**config.mk**
```make
export PLATFORM = sky130hd
export DESIGN_NAME = cmp_serial_verdict
export DESIGN_NICKNAME = d
export VERILOG_FILES = /design/src/rtl/cmp_serial_verdict.sv
export SDC_FILE = /design/constraint.sdc
export NUM_CORES = 1
export LEC_CHECK = 0
export CORE_AREA = 4 4 52 45
export CTS_BUF_LIST = sky130_fd_sc_hd__clkbuf_2
export DETAILED_ROUTE_END_ITERATION = 8
export DIE_AREA = 0 0 56 49
export SYNTH_ARGS = -nofsm -noshare
export SYNTH_HDL_FRONTEND = slang
export SYNTH_SLANG_ARGS = --single-unit
```
**constraint.sdc**
```tcl
create_clock -name clk -period 1.78 [get_ports clk]
set_input_delay 0.356 -clock clk [delete_from_list [all_inputs] [get_ports clk]]
set_output_delay 0.356 -clock clk [all_outputs]
set_load 0.005 [all_outputs]
```
**src/rtl/cmp_serial_verdict.sv**
```systemverilog
// Bit-serial magnitude comparator consumer: folds MSB-first per-bit flag triples
// into a word verdict presented on a valid/ready result port.
module cmp_serial_verdict #(
    parameter int WIDTH = 8,
    parameter int CW    = $clog2(WIDTH + 1)
) (
    input  logic          clk,
    input  logic          rst,
    input  logic          start,
    input  logic          bit_valid,
    input  logic          gt,
    input  logic          ls,
    input  logic          eq,
    input  logic          res_ready,
    output logic          busy,
    output logic          res_valid,
    output logic          a_gt_b,
    output logic          a_lt_b,
    output logic          a_eq_b,
    output logic          err,
    output logic [CW-1:0] bit_cnt
);

    typedef enum logic [1:0] {
        IDLE  = 2'd0,
        ACCUM = 2'd1,
        DONE  = 2'd2
    } state_t;

    state_t state, state_nxt;

    logic decided;
    logic dec_gt;
    logic dec_lt;
    logic accept;
    logic onehot;
    logic start_word;
    logic last_bit;

    assign accept   = (state == ACCUM) && bit_valid;
    assign onehot   = (gt & ~ls & ~eq) | (~gt & ls & ~eq) | (~gt & ~ls & eq);
    assign last_bit = accept && (bit_cnt == CW'(WIDTH - 1));

    always_comb begin
        state_nxt  = state;
        start_word = 1'b0;
        case (state)
            IDLE: begin
                if (start) begin
                    state_nxt  = ACCUM;
                    start_word = 1'b1;
                end
            end
            ACCUM: begin
                if (last_bit)
                    state_nxt = DONE;
            end
            DONE: begin
                if (res_ready) begin
                    if (start) begin
                        state_nxt  = ACCUM;
                        start_word = 1'b1;
                    end else begin
                        state_nxt = IDLE;
                    end
                end
            end
            default: state_nxt = IDLE;
        endcase
    end

    always_ff @(posedge clk or negedge rst) begin
        if (!rst)
            state <= IDLE;
        else
            state <= state_nxt;
    end

    // Only the first legal gt/ls bit fixes the verdict; illegal triples count as eq.
    always_ff @(posedge clk or negedge rst) begin
        if (!rst) begin
            bit_cnt <= '0;
            decided <= 1'b0;
            dec_gt  <= 1'b0;
            dec_lt  <= 1'b0;
            err     <= 1'b0;
        end else if (start_word) begin
            bit_cnt <= '0;
            decided <= 1'b0;
            dec_gt  <= 1'b0;
            dec_lt  <= 1'b0;
            err     <= 1'b0;
        end else if (accept) begin
            bit_cnt <= bit_cnt + CW'(1);
            if (!onehot)
                err <= 1'b1;
            else if (!decided && (gt || ls)) begin
                decided <= 1'b1;
                dec_gt  <= gt;
                dec_lt  <= ls;
            end
        end
    end

    assign busy      = (state == ACCUM);
    assign res_valid = (state == DONE);
    assign a_gt_b    = (state == DONE) && dec_gt;
    assign a_lt_b    = (state == DONE) && dec_lt;
    assign a_eq_b    = (state == DONE) && !decided;

endmodule

```
==> results_dict.tcl <==
set metrics [dict create \
    outcome "completed" \
    yosys.area.top_type_share_pct 44.7 \
    post_drt_wl_per_cell_um 13.2 \
    worst_slack_ns 0.0995 \
    p_clk_share_pct 13.3 \
    antenna_found_initial 0 \
    worstPathCellList "or2b_1, inv_1, and2_1, dlygate4sd2_1" \
    syn-num-nets 68 \
    num_antenna_cells 0 \
    syn-cell-area_um2 559 \
    maxCapViolCount 0 \
    max_clock_freq_mhz 595 \
    synth_seq_cells 10 \
    ys_warn_count 0 \
    clock_skew_ns 0.000237 \
    cts.sinks 10 \
    synth.area.top_cells "dfrtp_1 (45%), o21ai_0 (7.2%), nand4b_1 (4.7%)" \
    min_period_over_period_pct 94.4 \
    syn_avg_cell_area_um2 9.48 \
    max-vdd-ir-drop_uv 838 \
    finalSetupViolations 0 \
    holdCritPathClass "in -> async" \
    core_area_um2 1820 \
    grt_pass1_wl_um 2620 \
    cp-start-kind "flop" \
    r2r-start "state[1]" \
    cts_htree_levels 1 \
    yosys.area.top_type "dfrtp_1" \
    internal_power_w 0.000638 \
    worstSetupPathType "reg -> out" \
    drt_pass1_iterations 4 \
    worst_setup_path_end_kind "primary output" \
    gp_congestion 0.825 \
    hold_violations 0 \
    cpPeakStageDelay_ns 0.39 \
    synthTopCellsByCount "dfrtp_1 (10), o21ai_0 (8), nor2_1 (5)" \
    dp_hpwl_um 1000 \
    grt_max_degree 11 \
    row_count 14 \
    fin_util_pct 44.0 \
    die_area_um2 2740 \
    crit_buf_inv 2 \
    totalWireLength_um 1430 \
    nNetsFinal 95 \
    grt_pass1_vias 588 \
    portBuffers 17 \
    seqPwrFrac_pct 41.0 \
    critPathRequiredTime_ns 1.42 \
    synth.most_common_cell "dfrtp_1" \
    die_w_um 56 \
    crit_arrival_ns 1.32 \
    power-per-cell-area_nw_per_um2 1270 \
    switchingPower_w 0.000378 \
    postSynthCellCount 59 \
    clk_latency_ns 0.26 \
    path_delay_family "flip-flops" \
    leakagePower_nw 0.367 \
    pre_cts_slack_ns 0.0815 \
    synth_edf_count 0 \
    numCtsBuffers 3 \
    worst_slew_pin_slew_ns 0.478 \
    fin_hold_ws_ns 0.409 \
    syn2layout_area_growth_pct 43.4 \
    seq_area_frac_synth_pct 44.7 \
    ys_types 25 \
    cts_tree "yes" \
    startpoint "state[0]" \
    synth_async_sr_flop_share_pct 100 \
    die_y_um 49 \
    fin_crit_ns 1.68 \
    rsz0062_at_grt "false" \
    grt_overflow_total 0 \
    antenna_left 0 \
    vias 528 \
    cpMaxStageDelayCell "dfrtp_1" \
    slew_viol_final 0 \
    initial_utilization_pct 30.7 \
    cts-root-buf "clkbuf_2" \
    path_max_fanout 3 \
    post_route_cells_drive_above_1_share_pct 12.9 \
    track_usage_pct 12.0 \
    fin_tns_setup_ns 0 \
    pwr-share-comb_pct 45.7 \
    p_sw_share_pct 37.2 \
    clk_transition_reported_paths_ns 0.11 \
    drc 0 \
    drt_iter0_drc 13 \
    pin_count 18 \
    viasPerCell 4.84 \
    ys.flop_type "dfrtp_1" \
    max_slew_margin_pct 68.0 \
    cts.path.max_buffers 2 \
    cts_hold_buffers 0 \
]
[final cells by class]
class | instances | area, um2
Fill cell | 189 | 1020
Multi-Input combinational cell | 44 | 283
Sequential cell | 10 | 250
Timing Repair Buffer | 23 | 205
Tap cell | 24 | 30.0
Clock buffer | 3 | 15.0
Inverter | 4 | 15.0
Clock inverter | 1 | 3.75
[power by group through the flow]
stage	clock [W]	sequential, W	combinational [W]
after floorplan	0	0.000409	0.000239
final	0.000135	0.000416	0.000465
after global routing	0.000146	0.000434	0.000526
after global placement	0	0.000421	0.000461
after detailed placement	0	0.000421	0.000461
after CTS	0.000136	0.000415	0.000467
[registers in the layout, summed over array words and instances, names as in the netlist]
register  cells
dec_gt        1
err           1
bit_cnt       4
state         2
dec_lt        1
decided       1
[metal layers]
layer	vias up	GRT usage (%)	part of all wire [%]
li1	266	-	-
met1	240	16.4	49
met2	22	16.9	43
met3	0	5.82	7.9
met4	0	2.77	0
met5	-	0	0
[final timing paths]
kind	to	slack, ns	cells past startpoint
max reg2reg	bit_cnt[3]	0.38	5
max	a_gt_b	0.1	4
max in group asynchronous	err	1.05	1
min reg2reg	err	0.53	2
min	bit_cnt[3]	0.41	1
min in group clk	err	0.53	2
[metrics by stage]
step,area (um2),cells,power (W)
final,802,109,0.00102
after global placement,771,102,0.000882
after CTS,806,109,0.00102
after floorplan,559,59,0.000649
after detailed placement,771,102,0.000882
after global routing,802,109,0.00111
[layout by cell type, fill, tap and decap left out, drive strengths merged]
master         netlist  routed
dlygate4sd2          0       4
ha                   1       1
clkinv               0       1
clkbuf               0       4
nor2                 6       6
nor3                 1       1
nand2                2       2
nand4b               3       3
and2b                2       2
o22ai                1       1
o32ai                2       2
or3                  1       1
buf                  1       6
a21oi                2       2
a31oi                2       2
and2                 3       3
inv                  4       4
xor2                 3       3
dfrtp               10      10
a21o                 1       1
xnor2                1       1
o21ai                8       8
and3                 1       1
nand2b               1       1
and3b                1       1
clkdlybuf4s50        0      12
o2bb2ai              1       1
or2b                 1       1
[timing repair]
action                     4_1_cts  5_1_grt
setup endpoints to repair        4        1
pin swaps                        0        0
setup buffers                    3        0
resized for setup                5        2
[worst reg2reg max path, delay by kind of cell, from the launching register on]
| kind | cells | cell delay (ns) |
|---|---|---|
| flops | 1 | 0.40 |
| buf+inv | 2 | 0.27 |
| compound gates | 1 | 0.13 |
| simple gates | 2 | 0.54 |
[kinds of logic (layout without fill, tap and decap cells)]
| family | count (synthesis) | in the layout | share of synthesized area, % |
|---|---|---|---|
| compound gates | 17 | 17 | 18.3 |
| simple gates | 22 | 22 | 23.7 |
| xor+xnor | 4 | 4 | 6.27 |
| flops | 10 | 10 | 44.7 |
| fa+ha+maj | 1 | 1 | 2.24 |
| buf+inv | 5 | 31 | 4.70 |
No activity file was read; power rests on OpenSTA's default activity.
